[src/rtl/pipe_ctrl_pkg.sv]
// pipe_ctrl_pkg: shared constants for the pipeline control-register chain.
//   - Field offsets of the execute/memory control bundle
//     (RegWrite, ResultSrc[1:0], MemWrite).
//   - Upper bound on the number of cascaded stages.
//   - Default reset and bubble bundle values.
// No ports (package).
package pipe_ctrl_pkg;

   localparam int unsigned CTRL_REGWRITE_BIT  = 0;
   localparam int unsigned CTRL_RESULTSRC_LSB = 1;
   localparam int unsigned CTRL_RESULTSRC_W   = 2;
   localparam int unsigned CTRL_MEMWRITE_BIT  = 3;
   localparam int unsigned EM_CTRL_W          = 4;

   localparam int unsigned MAX_STAGES = 8;

   localparam logic [EM_CTRL_W-1:0] CTRL_RESET_VALUE  = '0;
   localparam logic [EM_CTRL_W-1:0] CTRL_BUBBLE_VALUE = '0;

   // Field view of the execute/memory bundle, MSB first.
   typedef struct packed {
      logic       mem_write;
      logic [1:0] result_src;
      logic       reg_write;
   } em_ctrl_t;

endpackage

[src/rtl/pipe_ctrl_chain_if.sv]
// pipe_ctrl_chain_if: control-bundle bus between the upstream pipeline logic
// and the control-register chain.
//   ctrl_i/valid_i   bundle and valid entering stage 0
//   stall/flush      per-stage hold and clear requests (bit k = stage k)
//   ctrl_o/valid_o   bundle and valid of the last stage
//   ctrl_all_o       every stage bundle, stage k at [k*WIDTH +: WIDTH]
//   valid_all_o      every stage valid
//   stall_o          effective stall of stage 0
// Modports: master = upstream side, slave = the chain.
interface pipe_ctrl_chain_if
   import pipe_ctrl_pkg::*;
#(
   parameter int unsigned WIDTH  = EM_CTRL_W,
   parameter int unsigned STAGES = 1
);

   logic [WIDTH-1:0]        ctrl_i;
   logic                    valid_i;
   logic [STAGES-1:0]       stall;
   logic [STAGES-1:0]       flush;
   logic [WIDTH-1:0]        ctrl_o;
   logic                    valid_o;
   logic [STAGES*WIDTH-1:0] ctrl_all_o;
   logic [STAGES-1:0]       valid_all_o;
   logic                    stall_o;

   modport master (
      output ctrl_i, valid_i, stall, flush,
      input  ctrl_o, valid_o, ctrl_all_o, valid_all_o, stall_o
   );

   modport slave (
      input  ctrl_i, valid_i, stall, flush,
      output ctrl_o, valid_o, ctrl_all_o, valid_all_o, stall_o
   );

endinterface

[src/rtl/flopenrc.sv]
// flopenrc: WIDTH-bit register with asynchronous active-low reset to
// RESET_VALUE, synchronous clear to CLEAR_VALUE and a load enable.
// Clear has priority over enable.
//   clk    clock, rising edge
//   n_rst  asynchronous reset, active low
//   en     load d on the next edge
//   clr    load CLEAR_VALUE on the next edge (overrides en)
//   d      next value
//   q      registered value
module flopenrc #(
   parameter int unsigned      WIDTH       = 1,
   parameter logic [WIDTH-1:0] RESET_VALUE = '0,
   parameter logic [WIDTH-1:0] CLEAR_VALUE = '0
) (
   input  logic             clk,
   input  logic             n_rst,
   input  logic             en,
   input  logic             clr,
   input  logic [WIDTH-1:0] d,
   output logic [WIDTH-1:0] q
);

   always_ff @(posedge clk or negedge n_rst) begin
      if (!n_rst) begin
         q <= RESET_VALUE;
      end else if (clr) begin
         q <= CLEAR_VALUE;
      end else if (en) begin
         q <= d;
      end
   end

endmodule

[src/rtl/pipe_ctrl_chain.sv]
// pipe_ctrl_chain: cascade of STAGES stallable/flushable control registers
// carrying a pipeline control bundle plus a valid bit.
//   clk                 clock, rising edge
//   n_rst               asynchronous reset, active low
//   bus (slave)         ctrl_i, valid_i, stall, flush in;
//                       ctrl_o, valid_o, ctrl_all_o, valid_all_o, stall_o out
//   perf_clr            synchronous clear of the performance counters
//   stall_cnt_o         cycles with the last stage held
//   flush_cnt_o         cycles in which a valid stage was flushed
//   bubble_cnt_o        cycles in which a bubble was inserted below a hold
// Build option: PIPE_CTRL_CHAIN_PERF_EN enables the saturating counters;
// without it the counter outputs are tied to zero and perf_clr is ignored.
// STAGES must be 1..MAX_STAGES.
module pipe_ctrl_chain
   import pipe_ctrl_pkg::*;
#(
   parameter int unsigned      WIDTH        = EM_CTRL_W,
   parameter int unsigned      STAGES       = 1,
   parameter logic [WIDTH-1:0] RESET_VALUE  = WIDTH'(CTRL_RESET_VALUE),
   parameter logic [WIDTH-1:0] BUBBLE_VALUE = WIDTH'(CTRL_BUBBLE_VALUE),
   parameter int unsigned      CNT_WIDTH    = 16
) (
   input  logic                 clk,
   input  logic                 n_rst,
   pipe_ctrl_chain_if.slave     bus,
   input  logic                 perf_clr,
   output logic [CNT_WIDTH-1:0] stall_cnt_o,
   output logic [CNT_WIDTH-1:0] flush_cnt_o,
   output logic [CNT_WIDTH-1:0] bubble_cnt_o
);

   logic [STAGES-1:0] hold;
   logic [STAGES-1:0] valid_q;
   logic [STAGES-1:0] bubble;
   logic [WIDTH-1:0]  ctrl_q [STAGES];

   // A stage is held when it or any stage below it stalls.
   always_comb begin
      hold = '0;
      for (int k = 0; k < STAGES; k++) begin
         hold[k] = |(bus.stall >> k);
      end
   end

   for (genvar k = 0; k < STAGES; k++) begin : g_stage
      logic [WIDTH-1:0] d_ctrl;
      logic             d_valid;

      if (k == 0) begin : g_first
         assign d_valid   = bus.valid_i;
         assign d_ctrl    = bus.valid_i ? bus.ctrl_i : BUBBLE_VALUE;
         assign bubble[k] = 1'b0;
      end else begin : g_next
         // Upstream neighbour held while this stage moves on: fill with a bubble.
         assign d_valid   = valid_q[k-1] & ~hold[k-1];
         assign d_ctrl    = d_valid ? ctrl_q[k-1] : BUBBLE_VALUE;
         assign bubble[k] = hold[k-1] & ~hold[k] & ~bus.flush[k];
      end

      flopenrc #(
         .WIDTH       (WIDTH),
         .RESET_VALUE (RESET_VALUE),
         .CLEAR_VALUE (BUBBLE_VALUE)
      ) u_ctrl (
         .clk   (clk),
         .n_rst (n_rst),
         .en    (~hold[k]),
         .clr   (bus.flush[k]),
         .d     (d_ctrl),
         .q     (ctrl_q[k])
      );

      flopenrc #(
         .WIDTH       (1),
         .RESET_VALUE (1'b0),
         .CLEAR_VALUE (1'b0)
      ) u_valid (
         .clk   (clk),
         .n_rst (n_rst),
         .en    (~hold[k]),
         .clr   (bus.flush[k]),
         .d     (d_valid),
         .q     (valid_q[k:k])
      );

      assign bus.ctrl_all_o[k*WIDTH +: WIDTH] = ctrl_q[k];
   end

   assign bus.valid_all_o = valid_q;
   assign bus.ctrl_o      = ctrl_q[STAGES-1];
   assign bus.valid_o     = valid_q[STAGES-1];
   assign bus.stall_o     = hold[0];

`ifdef PIPE_CTRL_CHAIN_PERF_EN
   logic                 stall_evt;
   logic                 flush_evt;
   logic                 bubble_evt;
   logic [CNT_WIDTH-1:0] stall_cnt;
   logic [CNT_WIDTH-1:0] flush_cnt;
   logic [CNT_WIDTH-1:0] bubble_cnt;

   assign stall_evt  = hold[STAGES-1];
   assign flush_evt  = |(bus.flush & valid_q);
   assign bubble_evt = |bubble;

   // Counters stick at all-ones rather than wrapping.
   always_ff @(posedge clk or negedge n_rst) begin
      if (!n_rst) begin
         stall_cnt  <= '0;
         flush_cnt  <= '0;
         bubble_cnt <= '0;
      end else if (perf_clr) begin
         stall_cnt  <= '0;
         flush_cnt  <= '0;
         bubble_cnt <= '0;
      end else begin
         if (stall_evt && (stall_cnt != '1)) begin
            stall_cnt <= stall_cnt + 1'b1;
         end
         if (flush_evt && (flush_cnt != '1)) begin
            flush_cnt <= flush_cnt + 1'b1;
         end
         if (bubble_evt && (bubble_cnt != '1)) begin
            bubble_cnt <= bubble_cnt + 1'b1;
         end
      end
   end

   assign stall_cnt_o  = stall_cnt;
   assign flush_cnt_o  = flush_cnt;
   assign bubble_cnt_o = bubble_cnt;
`else
   logic unused_perf;
   assign unused_perf  = perf_clr | (|bubble);
   assign stall_cnt_o  = '0;
   assign flush_cnt_o  = '0;
   assign bubble_cnt_o = '0;
`endif

endmodule

[src/flat_wrapper.sv]
// flat-port wrapper written by rule: the top's interface ports become plain ports
module pipe_ctrl_chain_flat import pipe_ctrl_pkg::*;
#(
   parameter int unsigned      WIDTH        = EM_CTRL_W,
   parameter int unsigned      STAGES       = 1,
   parameter logic [WIDTH-1:0] RESET_VALUE  = WIDTH'(CTRL_RESET_VALUE),
   parameter logic [WIDTH-1:0] BUBBLE_VALUE = WIDTH'(CTRL_BUBBLE_VALUE),
   parameter int unsigned      CNT_WIDTH    = 16
)
  (clk, n_rst, perf_clr, stall_cnt_o, flush_cnt_o, bubble_cnt_o, bus_ctrl_i, bus_valid_i, bus_stall, bus_flush, bus_ctrl_o, bus_valid_o, bus_ctrl_all_o, bus_valid_all_o, bus_stall_o);
  pipe_ctrl_chain_if #(.WIDTH(WIDTH), .STAGES(STAGES)) bus_i ();
  input  logic clk;
  input  logic n_rst;
  input  logic perf_clr;
  output logic [CNT_WIDTH-1:0] stall_cnt_o;
  output logic [CNT_WIDTH-1:0] flush_cnt_o;
  output logic [CNT_WIDTH-1:0] bubble_cnt_o;
  input wire logic [$bits(bus_i.ctrl_i)-1:0] bus_ctrl_i;
  input wire logic [$bits(bus_i.valid_i)-1:0] bus_valid_i;
  input wire logic [$bits(bus_i.stall)-1:0] bus_stall;
  input wire logic [$bits(bus_i.flush)-1:0] bus_flush;
  output wire logic [$bits(bus_i.ctrl_o)-1:0] bus_ctrl_o;
  output wire logic [$bits(bus_i.valid_o)-1:0] bus_valid_o;
  output wire logic [$bits(bus_i.ctrl_all_o)-1:0] bus_ctrl_all_o;
  output wire logic [$bits(bus_i.valid_all_o)-1:0] bus_valid_all_o;
  output wire logic [$bits(bus_i.stall_o)-1:0] bus_stall_o;
  assign bus_i.ctrl_i = bus_ctrl_i;
  assign bus_i.valid_i = bus_valid_i;
  assign bus_i.stall = bus_stall;
  assign bus_i.flush = bus_flush;
  assign bus_ctrl_o = bus_i.ctrl_o;
  assign bus_valid_o = bus_i.valid_o;
  assign bus_ctrl_all_o = bus_i.ctrl_all_o;
  assign bus_valid_all_o = bus_i.valid_all_o;
  assign bus_stall_o = bus_i.stall_o;
  pipe_ctrl_chain #(.WIDTH(WIDTH), .STAGES(STAGES), .RESET_VALUE(RESET_VALUE), .BUBBLE_VALUE(BUBBLE_VALUE), .CNT_WIDTH(CNT_WIDTH)) u_core (.clk(clk), .n_rst(n_rst), .bus(bus_i), .perf_clr(perf_clr), .stall_cnt_o(stall_cnt_o), .flush_cnt_o(flush_cnt_o), .bubble_cnt_o(bubble_cnt_o));
endmodule
[config.mk]
export PLATFORM = sky130hd
export DESIGN_NAME = pipe_ctrl_chain_flat
export DESIGN_NICKNAME = d
export VERILOG_FILES = /design/src/rtl/pipe_ctrl_pkg.sv /design/src/rtl/pipe_ctrl_chain_if.sv /design/src/rtl/flopenrc.sv /design/src/rtl/pipe_ctrl_chain.sv /design/src/flat_wrapper.sv
export SDC_FILE = /design/constraint.sdc
export NUM_CORES = 1
export LEC_CHECK = 0
export ABC_AREA = 1
export BUFFER_PORTS_ARGS = -buffer_cell sky130_fd_sc_hd__buf_4
export CAP_MARGIN = 25
export CORE_ASPECT_RATIO = 1.25
export CORE_MARGIN = 5
export CORE_UTILIZATION = 36
export DETAILED_ROUTE_END_ITERATION = 8
export PLACE_DENSITY_LB_ADDON = 0.08
export SETUP_SLACK_MARGIN = 0.1
export SLEW_MARGIN = 5
export SYNTH_ARGS = -nofsm -noshare
export SYNTH_HDL_FRONTEND = slang
export SYNTH_SLANG_ARGS = --single-unit
[constraint.sdc]
create_clock -name clk -period 1 [get_ports clk]
set_input_delay 0.25 -clock clk [delete_from_list [all_inputs] [get_ports clk]]
set_output_delay 0.25 -clock clk [all_outputs]
set_load 0.02 [all_outputs]
Word level (Yosys, flattened, before mapping)
Cells that the tools add are included.
Word-level totals
  output and inout port bits: 59
  bits of input ports: 10
  word-level logic and storage cells: 8
  flip-flop bits (word level): 5
Operators by class
  muxes and demuxes: 5
  equal/unequal tests: 1
Operator list (count)
  two-way mux 4 bit: 3
  two-way mux 1 bit: 2
  != test 2 x 1 -> 1 bit (second input constant): 1

Logic depth before layout (Yosys ltp)
  depth in word-level cells: 3
  mapped depth: 5
  gate-level depth less buffers: 5

Hierarchy
Synthesis repeated with hierarchy kept, for this count alone.
Second synthesis, totals
  cell total of the unflattened synthesis: 88
  area, all modules: 648.1 um2
By module, submodules not included
  pipe_ctrl_chain: area an instance 442.9 um2, instances 1, cells each 64
  flopenrc (u_core.g_stage[0].u_ctrl): area an instance 160.2 um2, instances 1, cells each 18
  flopenrc (u_core.g_stage[0].u_valid): area an instance 45.0 um2, instances 1, cells each 6

Least setup slack after synthesis
No wires, ideal clock.
  path type: register to output
  start: reg u_core.g_stage[0].u_ctrl.q[0]
  end: out bus_ctrl_o[0]
  path buffers: 1
  data arrival time: 0.626 ns
  stages on the path, launching flop included: 2
  data required time: 0.750 ns
  slack: 0.124 ns
  cell sequence: dfrtp_1 buf_4
RTL lines
  from (decl): line flopenrc.sv:20  | output logic [WIDTH-1:0] q
  from (signal assigned): line flopenrc.sv:25  | q <= RESET_VALUE;
  from (signal assigned): line flopenrc.sv:27  | q <= CLEAR_VALUE;
  from (signal assigned): line flopenrc.sv:29  | q <= d;
  to (decl): line flat_wrapper.sv:22  | output wire logic [$bits(bus_i.ctrl_o)-1:0] bus_ctrl_o;
No word-level cell between the ends.

Worst setup path after layout
  start: reg u_core.g_stage[0].u_ctrl.q[1]
  end: out bus_ctrl_o[1]
No word-level cell between the ends.

==> summary.txt <==
Clocking
  – H-tree Lvls: 1
  – Clock sinks: 5
  – Skew-Pair Late Insertion Delay: 0.23 ns
  – Clk root buf: clkbuf_4
  – Clock slew at reported path FFs: 0.04 ns
  – Maximum clock insertion buffer count: 2
  – TritonCTS Buffers: 3
  – TritonCTS clock tree: yes

Setup path
  – Worst endpoint data arrival time: 0.78 ns
  – Crit path largest cell delay: 0.38 ns
  – CP Data Required Time: 0.75 ns
  – Reg-to-reg setup timing slack: 0.15 ns
  – Crit end category: primary output
  – Number of buffers and inverters on the critical path: 1
  – Worst R2R Start: u_core.g_stage[0].u_ctrl.q[2]
  – Critical Path Source Type: register
  – Crit path cell chain: buf_4
  – Worst setup path category: register to primary output
  – Worst-case reg-to-reg path depth: 4
  – Crit-path max FO: 3
  – Crit path max-delay cell type: dfrtp_1
  – CP top delay family: flip-flops
  – R2R Path End: u_core.g_stage[0].u_ctrl.q[2]

Detailed routing
  – Post-DRT Antenna Nets: 0
  – Via Count: 402
  – Routed WL: 1047 um
  – Routed WL per cell: 8.180 um
  – Initial DRC count: 3
  – Drt via density: 3.141
  – DRC violations left: 0
  – DR pass1 iterations: 2

Die
  – Die Wd: 47.66 um
  – Core Region: 0.001723 sq mm
  – Initial core utilization: 37.04%
  – Die Height: 57.07 um
  – Top-level port count: 69
  – Die ar.: 0.002720 sq mm
  – Row count: 17

GRT
  – Vias in the first global route: 362
  – GRT Util Overall: 7.006%
  – Grt ovf: 0
  – First-pass GRT wire length: 1359 um
  – Largest net degree at the start of global routing: 6
  – Initial antenna violation count: 0

Power and ir drop
  – Leakage power: 0.4444 nW
  – P per Cell Area: 1135 mW/mm^2
  – Maximum VDD drop: 272.2 uV

STA
  – Fin crit share: 103.5%
  – Tmin final: 1.035 ns
  – Final Max Tran Viols: 0
  – Final WS setup: -0.03470 ns
  – Hold Slack: 0.2840 ns
  – Final Hold Viols: 0
  – Final setup violation count: 10
  – Worst Skew: 0 ns
  – Fmax: 966.5 MHz
  – RSZ-0062 raised after global routing: yes

Synth
  – Yosys top cell area share: 63.53%
  – Distinct cells, synth: 8
  – Top cells by count, synth: buf_4, nand2_1, dfrtp_1, nor2_1, inv_2
  – Post-synth top flop: dfrtp_1
  – Synth async-reset ratio: 100.0%
  – Avg Cell Area, Syn: 7.420 sq um
  – Mapped Area: 638.1 sq um
  – Dominant cells by area after synthesis: buf_4, dfrtp_1, nand2_1
  – Sequential-to-total area share from yosys stat: 19.61%
  – Synth area leader: buf_4
  – #FFs+latches synth: 5
  – Gate Count Post-Synth: 86
  – Post-synth EDFFs: 0
  – Yosys warnings: 0
  – Count leader, synth: buf_4

Hold path
  – Hold depth: 3
  – Hold endpoint: u_core.g_stage[0].u_valid.q
  – Hold path startpoint: bus_valid_i
  – Hold Crit Class: primary input to register

Placed design
  – Port bufs: 19
  – Routability cong.: 0.6360
  – Post-DP Area: 575.6 sq um
  – DP Wirelength: 904.5 um
  – Placed cells: 117
  – Placement Setup Slack: 0.2041 ns

Layout
  – Final non-filler cell area: 670.6 sq um
  – Antenna diodes: 0
  – Non-Filler Instances: 128
  – Layout Nets: 120
  – Area Growth Syn to Fin: 5.098%
  – Layout cells sized above 1: 29.36%

Outcome
  – Failing checks: setup timing
  – Status: finished, violations left

Job
  – Max Cap Viol: 0
state kept, by name (all words and copies together), names as in the netlist:
signal                    flops
u_core.g_stage.u_ctrl.q       4
u_core.g_stage.u_valid.q      1
layout by cell type (no fill, tap or decap):
cell type,instances
buf_6,3
nand3b_1,1
dlygate4sd3_1,1
buf_4,22
inv_2,2
nand2_2,2
clkbuf_4,3
conb_1,48
clkbuf_1,1
dfrtp_1,5
nand2_1,17
nor2_1,4
cell families (layout without fill, tap and decap cells):
logic type,Yosys count,count (layout),synth area share [%]
other cells,1,48,0.5877
flops,5,5,19.61
buf+inv,56,32,64.71
simple gates,24,24,15.10
what timing repair did:
action | in CTS | in global routing
hold buffers | 1 | 0
setup buffers | 4 | 2
pin swaps | 0 | 1
setup endpoints to repair | 10 | 10
hold endpoints to repair | 5 | 0
resized for setup | 2 | 2
how the worst max path moves through the flow:
stage	startpoint	end	cells past startpoint
2_1_floorplan	u_core.g_stage[0].u_ctrl.q[0]	bus_ctrl_o[0]	1
3_3_place_gp	u_core.g_stage[0].u_ctrl.q[2]	bus_ctrl_all_o[2]	1
3_5_place_dp	bus_flush	u_core.g_stage[0].u_ctrl.q[2]	6
4_1_cts	u_core.g_stage[0].u_ctrl.q[2]	bus_ctrl_all_o[2]	1
5_1_grt	u_core.g_stage[0].u_ctrl.q[2]	bus_ctrl_o[2]	1
6_report	u_core.g_stage[0].u_ctrl.q[1]	bus_ctrl_o[1]	1
cell type report:
cell class                      count  area, sq um
Timing Repair Buffer               26        209.0
Fill cell                         204         1052
Sequential cell                     5        125.1
Clock buffer                        4        26.28
Tap cell                           19        23.77
Inverter                            2        7.507
Multi-Input combinational cell     72        279.0
power by group:
group | switching, W | leakage (nW) | total [W] | internal, W
Combinational | 0.000234 | 0.362 | 0.000313 | 0.0000790
Sequential | 0.00000831 | 0.0672 | 0.000222 | 0.000214
Clock | 0.0000753 | 0.0150 | 0.000226 | 0.000150
Total | 0.000318 | 0.444 | 0.000761 | 0.000443
layer usage:
metal	track usage (%)	vias to the layer above	wire length, um
met4	5.769	0	0
met1	7.985	169	336
met5	0	-	0
met3	1.893	0	170
met2	10.34	33	541
li1	-	200	-
per-stage QoR:
step                       power, W  utilization, %  setup TNS [ns]
after floorplan           0.0005940               -               0
after global placement    0.0005057           33.41               0
after detailed placement  0.0005068           33.41               0
after CTS                 0.0007612           37.69         -0.4317
after global routing      0.0008095           38.93         -0.5931
final                     0.0007611           38.93         -0.3119
No activity file was read; power rests on OpenSTA's default activity.
